--- src/rtl/vga_timing_pkg.sv ---
// vga_timing_pkg: monitor state type, 640x480@60 default timing and frame-total helpers
package vga_timing_pkg;
  typedef enum logic [1:0] {SEARCH, ALIGN, LOCKED} mon_state_t;
  localparam int CNT_W = 10;
  localparam int DEF_H_ACTIVE = 640;
  localparam int DEF_H_FP = 16;
  localparam int DEF_H_PULSE = 96;
  localparam int DEF_H_BP = 48;
  localparam int DEF_V_ACTIVE = 480;
  localparam int DEF_V_FP = 10;
  localparam int DEF_V_PULSE = 2;
  localparam int DEF_V_BP = 33;
  function automatic int h_total(input int active, input int fp, input int pulse, input int bp);
    return pulse + bp + active + fp;
  endfunction
  function automatic int v_total(input int active, input int fp, input int pulse, input int bp);
    return pulse + bp + active + fp;
  endfunction
endpackage

--- src/rtl/vga_axis_tracker.sv ---
// vga_axis_tracker: sync edge detect, saturating position counter and pulse-width/period checks for one axis
module vga_axis_tracker
  import vga_timing_pkg::*;
#(
  parameter int TOTAL = 800,
  parameter int PULSE = 96,
  parameter bit POL = 1'b0,
  parameter bit OVR_ERR = 1'b1
) (
  input  logic             clk,
  input  logic             rst,
  input  logic             step,
  input  logic             sync,
  output logic             hit,
  output logic             err,
  output logic [CNT_W-1:0] pos,
  output logic [CNT_W-1:0] nxt
);
  logic sync_d, run, ovr, fall, last;
  always_comb begin
    hit = (sync == POL) && (sync_d != POL);
    fall = (sync != POL) && (sync_d == POL);
    last = pos == CNT_W'(TOTAL - 1);
    nxt = hit ? '0 : (step && !last) ? pos + CNT_W'(1) : pos;
    err = run && ((hit && !last) || (fall && pos != CNT_W'(PULSE - 1)) || (OVR_ERR && step && last && !hit && !ovr));
  end
  always_ff @(posedge clk)
    if (rst) begin
      sync_d <= POL;
      run <= 1'b0;
      ovr <= 1'b0;
      pos <= '0;
    end else begin
      sync_d <= sync;
      run <= run | hit;
      ovr <= !hit && (ovr || (step && last));
      pos <= nxt;
    end
endmodule

--- src/rtl/vga_timing_monitor.sv ---
// vga_timing_monitor: VGA sync/DE receiver with coordinate recovery, lock FSM and error pulses; VGA_MON_STATS_EN adds error/frame counters
module vga_timing_monitor
  import vga_timing_pkg::*;
#(
  parameter int H_ACTIVE = DEF_H_ACTIVE,
  parameter int H_FP = DEF_H_FP,
  parameter int H_PULSE = DEF_H_PULSE,
  parameter int H_BP = DEF_H_BP,
  parameter int V_ACTIVE = DEF_V_ACTIVE,
  parameter int V_FP = DEF_V_FP,
  parameter int V_PULSE = DEF_V_PULSE,
  parameter int V_BP = DEF_V_BP,
  parameter bit SYNC_POL = 1'b0,
  parameter int LOCK_FRAMES = 2
) (
  input  logic        vga_clock,
  input  logic        reset,
  input  logic        hsync,
  input  logic        vsync,
  input  logic        display_enable,
  output logic [9:0]  rec_column,
  output logic [9:0]  rec_row,
  output logic        pixel_valid,
  output logic        line_start,
  output logic        frame_start,
  output logic        locked,
  output logic        h_error,
  output logic        v_error,
  output logic        de_error,
  output logic [7:0]  error_count,
  output logic [15:0] frame_count
);
  localparam int H_TOT = h_total(H_ACTIVE, H_FP, H_PULSE, H_BP);
  localparam int V_TOT = v_total(V_ACTIVE, V_FP, V_PULSE, V_BP);
  localparam int H_OFF = H_PULSE + H_BP;
  localparam int V_OFF = V_PULSE + V_BP;
  logic hs_r, vs_r, de_r, h_hit, v_hit, h_err, v_err, de_err, dirty, dirty_nxt;
  logic [CNT_W-1:0] hc, vc, hc_nxt, vc_nxt;
  logic [7:0] cnt, cnt_nxt;
  mon_state_t state, state_nxt;
  function automatic logic in_act(input logic [CNT_W-1:0] h, input logic [CNT_W-1:0] v);
    return h >= CNT_W'(H_OFF) && h < CNT_W'(H_OFF + H_ACTIVE) && v >= CNT_W'(V_OFF) && v < CNT_W'(V_OFF + V_ACTIVE);
  endfunction
  vga_axis_tracker #(.TOTAL(H_TOT), .PULSE(H_PULSE), .POL(SYNC_POL), .OVR_ERR(1'b1)) u_h (
    .clk(vga_clock), .rst(reset), .step(1'b1), .sync(hs_r),
    .hit(h_hit), .err(h_err), .pos(hc), .nxt(hc_nxt)
  );
  vga_axis_tracker #(.TOTAL(V_TOT), .PULSE(V_PULSE), .POL(SYNC_POL), .OVR_ERR(1'b0)) u_v (
    .clk(vga_clock), .rst(reset), .step(h_hit), .sync(vs_r),
    .hit(v_hit), .err(v_err), .pos(vc), .nxt(vc_nxt)
  );
  always_comb begin
    locked = state == LOCKED;
    de_err = locked && (de_r != in_act(hc_nxt, vc_nxt));
    pixel_valid = locked && in_act(hc, vc);
    rec_column = pixel_valid ? hc - CNT_W'(H_OFF) : '0;
    rec_row = pixel_valid ? vc - CNT_W'(V_OFF) : '0;
  end
  always_comb begin
    state_nxt = state;
    cnt_nxt = (h_err || v_err) ? '0 : cnt;
    dirty_nxt = dirty | h_err | v_err;
    unique case (state)
      SEARCH: if (v_hit) begin
        state_nxt = ALIGN;
        cnt_nxt = '0;
        dirty_nxt = 1'b0;
      end
      ALIGN: if (v_hit) begin
        cnt_nxt = (dirty || h_err || v_err) ? '0 : cnt + 8'd1;
        dirty_nxt = 1'b0;
        state_nxt = (cnt_nxt == 8'(LOCK_FRAMES)) ? LOCKED : ALIGN;
      end
      LOCKED: state_nxt = (h_err || v_err) ? SEARCH : LOCKED;
      default: state_nxt = SEARCH;
    endcase
  end
  always_ff @(posedge vga_clock)
    if (reset) begin
      hs_r <= SYNC_POL;
      vs_r <= SYNC_POL;
      de_r <= 1'b0;
      line_start <= 1'b0;
      frame_start <= 1'b0;
      h_error <= 1'b0;
      v_error <= 1'b0;
      de_error <= 1'b0;
      state <= SEARCH;
      cnt <= '0;
      dirty <= 1'b0;
    end else begin
      hs_r <= hsync;
      vs_r <= vsync;
      de_r <= display_enable;
      line_start <= h_hit;
      frame_start <= v_hit;
      h_error <= h_err;
      v_error <= v_err;
      de_error <= de_err;
      state <= state_nxt;
      cnt <= cnt_nxt;
      dirty <= dirty_nxt;
    end
`ifdef VGA_MON_STATS_EN
  logic [8:0] err_sum;
  always_comb err_sum = {1'b0, error_count} + 9'(h_err) + 9'(v_err) + 9'(de_err);
  always_ff @(posedge vga_clock)
    if (reset) begin
      error_count <= '0;
      frame_count <= '0;
    end else begin
      error_count <= err_sum[8] ? 8'hff : err_sum[7:0];
      frame_count <= frame_count + 16'(v_hit);
    end
`else
  assign error_count = '0;
  assign frame_count = '0;
`endif
endmodule

--- config.mk ---
export PLATFORM = sky130hd
export DESIGN_NAME = vga_timing_monitor
export DESIGN_NICKNAME = d
export VERILOG_FILES = /design/src/rtl/vga_timing_pkg.sv /design/src/rtl/vga_axis_tracker.sv /design/src/rtl/vga_timing_monitor.sv
export SDC_FILE = /design/constraint.sdc
export NUM_CORES = 1
export LEC_CHECK = 0
export BUFFER_PORTS_ARGS = -buffer_cell sky130_fd_sc_hd__buf_2
export CORE_MARGIN = 3
export CORE_UTILIZATION = 56
export DETAILED_ROUTE_END_ITERATION = 7
export PLACE_DENSITY = 0.81
export SETUP_SLACK_MARGIN = 0.5
export SLEW_MARGIN = 30
export SYNTH_ARGS = -nofsm -noshare
export SYNTH_HDL_FRONTEND = slang
export SYNTH_SLANG_ARGS = --single-unit
--- constraint.sdc ---
create_clock -name vga_clock -period 2.93 [get_ports vga_clock]
set_input_delay 0.7325 -clock vga_clock [delete_from_list [all_inputs] [get_ports vga_clock]]
set_output_delay 0.7325 -clock vga_clock [all_outputs]
set_load 0.02 [all_outputs]
* Word-level counts from Yosys, hierarchy flattened *
Cells that the tools add are included.

word-level totals
  register bits = 44
  bits of input ports = 5
  output and inout port bits = 51
  word-level logic and storage cells = 103

operators by class
  $add $sub $neg = 5
  magnitude comparators = 8
  equality and inequality tests = 10
  multiplexer cells = 18
  bitwise gates (word level) = 8
  reduce and logical (&&, ||, !) cells = 36

operators with widths
  operator                                                                              number
  10-bit 2-to-1 mux                                                                     6
  10-bit < comparator, second input constant                                            4
  8-bit 2-to-1 mux                                                                      4
  1-bit logical AND                                                                     22
  10-bit by 1-bit adder with 10-bit output, second input constant                       2
  10-bit equality test, second input constant                                           2
  10-bit by 6-bit greater-or-equal comparator with 1-bit output, second input constant  2
  10-bit by 8-bit greater-or-equal comparator with 1-bit output, second input constant  2
  8-bit one-hot mux with 2 select lines                                                 1
  10-bit by 1-bit inequality test with 1-bit output, second input constant              1
  10-bit by 7-bit inequality test with 1-bit output, second input constant              1
  10-bit by 6-bit subtractor with 10-bit output, second input constant                  1
  10-bit by 8-bit subtractor with 10-bit output, second input constant                  1
  8-bit by 1-bit adder with 8-bit output, second input constant                         1
  8-bit by 2-bit equality test with 1-bit output, second input constant                 1
  2-bit 2-to-1 mux                                                                      4
  1-bit logical OR                                                                      7
  2-bit one-hot mux with 3 select lines                                                 1
  1-bit logical NOT                                                                     4
  2-bit by 1-bit inequality test with 1-bit output, second input constant               2
  1-bit inverter                                                                        4
  1-bit OR                                                                              4
  2-bit by 1-bit equality test with 1-bit output, second input constant                 1
  2-bit equality test, second input constant                                            1
  5 further kinds                                                                       6

* Depth between registers and ports, before layout *
  depth after elaboration = 14
  depth in mapped cells = 11
  gate-level depth less buffers = 10

* Hierarchy *
From an unflattened synthesis, not the netlist that was laid out.

unflattened totals
  cells, all modules = 359
  area total of the unflattened synthesis = 2,885.3 µm²

modules (own cells, without submodules)
  module                  times used  cells an instance  area each (µm²)  sequential area each (µm²)
  vga_timing_monitor      1           199                1,536.5          380.4
  vga_axis_tracker (u_h)  1           83                 679.4            260.2
  vga_axis_tracker (u_v)  1           77                 669.4            240.2

* Worst setup path before layout *
Ideal clock, no wire load.

  path type = register -> output
  from = register u_v.pos[0]
  to = output port rec_column[7]
  data arrival time = 2.286 ns
  data required time = 2.197 ns
  setup slack = -0.088 ns
  cell stages (with the launch flop) = 10
  path buffers = 2
  cell sequence = dfxtp_1 ha_1 clkbuf_1 nand2b_1 nand2_1 nand2_1 o21ai_1 or3_1 buf_2 nor3_1

on the way
  word-level cells in the longest chain between the ends = 5
  elaborated cells between the ends (all ways) = 6
  those cells by class = order compare: 2; mux: 1; reduce/logical: 3

RTL lines
  item                                                           RTL line                  text
  start, declared                                                vga_axis_tracker.sv:16    output logic [CNT_W-1:0] pos,
  start signal, assigned                                         vga_axis_tracker.sv:37    pos <= nxt;
  10-bit by 6-bit greater-or-equal comparator with 1-bit output  vga_timing_monitor.sv:42  return h >= CNT_W'(H_OFF) && h < CNT_W'(H_OFF + H_ACTIVE) && v >= CNT_W'(V_OFF) && v < CNT_W'(V_OFF + V_ACTIVE ...
  1-bit logical AND                                              vga_timing_monitor.sv:42
  1-bit logical AND *                                            vga_timing_monitor.sv:42
  1-bit logical AND *                                            vga_timing_monitor.sv:55  pixel_valid = locked && in_act(hc, vc);
  10-bit 2-to-1 mux *                                            vga_timing_monitor.sv:56  rec_column = pixel_valid ? hc - CNT_W'(H_OFF) : '0;
  end, declared                                                  vga_timing_monitor.sv:21  output logic [9:0] rec_column,

Every way passes the cells marked *; elsewhere a longest branch is shown, timed or not.

* Final worst setup path *
  from = register u_v.pos[2]
  to = output port rec_column[3]

The elaborated chain is that of the path after synthesis.

==> flow_metrics.py <==
metrics = {
    "logic_synthesis": {
        "synth.avg_cell_area_um2": 7.69,
        "netlist_area_um2": 2940,
        "ys.warnings.count": 0,
        "syn-instance-count": 382,
        "synthArstFlopShare_pct": 0,
        "synth_edf_count": 0,
        "synth_ff_type": "dfxtp_1",
        "synth_cell_type_count": 54,
        "seq_area_frac_synth_pct": 30.0,
        "synth_largest_area_cell": "dfxtp_1",
        "yosys-top-cells-area": "dfxtp_1 30%, nor2_1 8.4%, buf_4 6.9%",
        "synth_top_area_share_pct": 30.0,
        "synth-seq-cells": 44,
    },
    "cts": {
        "clock_sinks": 44,
        "path_clk_slew_ps": 90,
        "cts_buffer_depth": 2,
        "htreeDepth": 2,
        "clockRootBuffer": "clkbuf_8",
        "clkLatencyLatePin_ps": 310,
        "numCtsBuffers": 5,
        "cts_tree": "done",
    },
    "grt": {
        "grt_pass1_wl_um": 13700,
        "grt_pass1_vias": 2830,
        "grt_antenna_before_repair": 0,
        "grt_util_all_layers_pct": 27.8,
        "grt_max_degree": 21,
        "overflow": 0,
    },
    "final_layout": {
        "area_growth_pct": 29.8,
        "fillerInstances": 337,
        "final_area_um2": 3810,
        "antenna_cells": 0,
        "nNetsFinal": 447,
        "drive_gt1_share_pct": 33.6,
    },
    "sta": {
        "setup_slack_ps": -42.3,
        "period_needed_ps": 2970,
        "slew_headroom_pct": 53.1,
        "tightest_slew_ps": 701,
        "worst_hold_slack_ps": 493,
        "rsz0062_at_grt": "true",
        "max_freq_mhz": 336,
        "setup_viol": 5,
        "finClkSkew_ps": 11.7,
        "post-route-period-util_pct": 101,
        "hold_viol": 0,
        "drv_slew": 0,
    },
    "setup_path": {
        "crit_chain": "nor3_4 > nand2b_4 > o31ai_4 > o21ai_2 > buf_4 > or3_4 > nor2_4 > buf_6",
        "worst_setup_path_start_kind": "flop",
        "critPathCaptureType": "output port",
        "cp_num_buf_inv": 2,
        "arrival_ps": 2240,
        "cp_max_fo": 5,
        "cpLargestDelayFamily": "simple AND/OR/NAND/NOR gates",
        "worst_path_max_delay_cell": "or3_4",
        "critPathMaxStageDelay_ps": 460,
        "crit_type": "reg2out",
        "required_ps": 2200,
    },
    "hold_path": {
        "holdCritPathClass": "reg2reg",
    },
    "die": {
        "die_w_um": 78.4,
        "io_pins": 56,
        "dieHeight_um": 78.4,
        "die_area_um2": 6150,
        "start_util_pct": 59.8,
        "std_cell_rows": 25,
        "core_area_um2": 4910,
    },
    "outcome": {
        "status": "complete, but fails checks",
        "failed_checks": "negative setup slack",
    },
    "routing": {
        "ant_nets": 0,
        "post-route-drc-count": 0,
        "drt-wirelength-per-cell_um": 17.7,
        "dr.pass1.iters": 7,
        "routed_wl_um": 8870,
        "viasPerCell": 6.06,
        "drt_iter0_markers": 289,
        "dr_total_vias": 3036,
    },
    "place": {
        "port_buffers": 31,
        "placed_cell_area_um2": 3250,
        "dpl.hpwl_um": 4870,
        "gp_congestion": 0.930,
    },
    "power": {
        "p_leak_nw": 1.49,
        "ir_worst_vdd_uv": 219,
        "power_density_nw_per_um2": 325,
    },
    "run": {
        "maxCapViolCount": 0,
    },
}
## path summary, 6_finish.rpt
kind / start / to / slack, ps / cells after the start
setup / recovery: u_v.pos[2] / rec_column[3] / -40 / 8
hold / removal: de_r / de_error / 490 / 2
setup reg to reg: u_h.pos[1] / state[1] / 540 / 9
hold reg to reg: de_r / de_error / 490 / 2
## tightest hold or removal path, cell delays in order, from the launching register on
cell,delay [ps]
dfxtp_1,320
nand2_1,50
mux2i_1,70
## routing by layer
layer	routed length, um	track usage [%]	part of all wire [%]
met5	0	0	0
met4	318	11.4	3.6
met3	670	3.78	7.6
met2	4420	49.1	50
met1	3460	33.9	39
## layout make-up
cell class	instances	area, um^2	area share (%)
Inverter	13	61.3	1.61
Sequential cell	44	903	23.7
Timing Repair Buffer	60	508	13.3
Tap cell	67	83.8	2.20
Clock buffer	6	82.6	2.17
Clock inverter	2	38.8	1.02
Multi-Input combinational cell	309	2140	56.0
## flip-flops by register name, summed over array words and instances, names as in the netlist, 2 cells and up
| name | cells |
|---|---|
| u_h.pos | 10 |
| u_v.pos | 10 |
| cnt | 8 |
| state | 2 |
## through the flow
step | std cells | setup TNS, ps | worst slack (ps) | util [%] | power [mW]
final | 501 | -106 | -42.3 | 77.7 | 1.24
after global routing | 501 | -550 | -84.7 | 77.7 | 1.28
after CTS | 495 | 0 | 5.66 | 74.6 | 1.22
after detailed placement | 474 | 0 | 123 | 66.2 | 0.730
after global placement | 474 | 0 | 168 | 66.2 | 0.728
after floorplan | 405 | 0 | 322 | - | 0.734
## cells in the mapped netlist, drive strengths merged, types with 2 or more instances
cell type  instances
buf               36
o21ai             18
mux2i              6
clkbuf             7
nand2             26
nand3b             4
xor2               3
nand2b            13
a31oi              4
nor4               6
nand3             11
nor2              72
and3               2
ha                 9
a21oi             24
and2               6
o22ai              2
nor3              16
dfxtp             44
inv               13
nor3b              3
xnor2             13
or3                8
a211oi             2
nor2b              7
nand4              6
or4                2
o31ai              4
## cells by family after synthesis
logic type               count (synthesis)  synth area share [%]
buffers and inverters                   56                  11.6
flip-flops                              44                  30.0
multiplexers                             7                  2.43
adder cells (fa/ha/maj)                  9                  3.83
other                                    1                 0.128
XOR/XNOR                                16                  4.77
AO/OA/AOI/OAI                           63                  13.5
AND/OR/NAND/NOR                        186                  33.7
## where the power goes
group	switching (mW)	internal, mW	total, mW
combinational	0.0824	0.0294	0.112
sequential	0.0109	0.607	0.618
clock	0.232	0.279	0.511
## cells in the final DEF (no fill, tap or decap), drive strengths merged, types with 7 or more instances in the layout
cell     n
o21ai   18
nor2b    7
buf     60
nor3    16
dfxtp   44
inv     13
nand3   11
or3     11
nand2   26
nor2    72
xnor2   13
ha       9
a21oi   24
nand2b  13
conb    24
## what timing repair did
item                                    4_1_cts  5_1_grt
endpoints found under the setup margin       30       31
hold buffers                                  0        0
gates resized for setup                      63       28
buffers inserted                             10        5
cloned                                        3        1
pin swaps                                    11       11
Note: power is estimated with default switching activity, not from simulation.
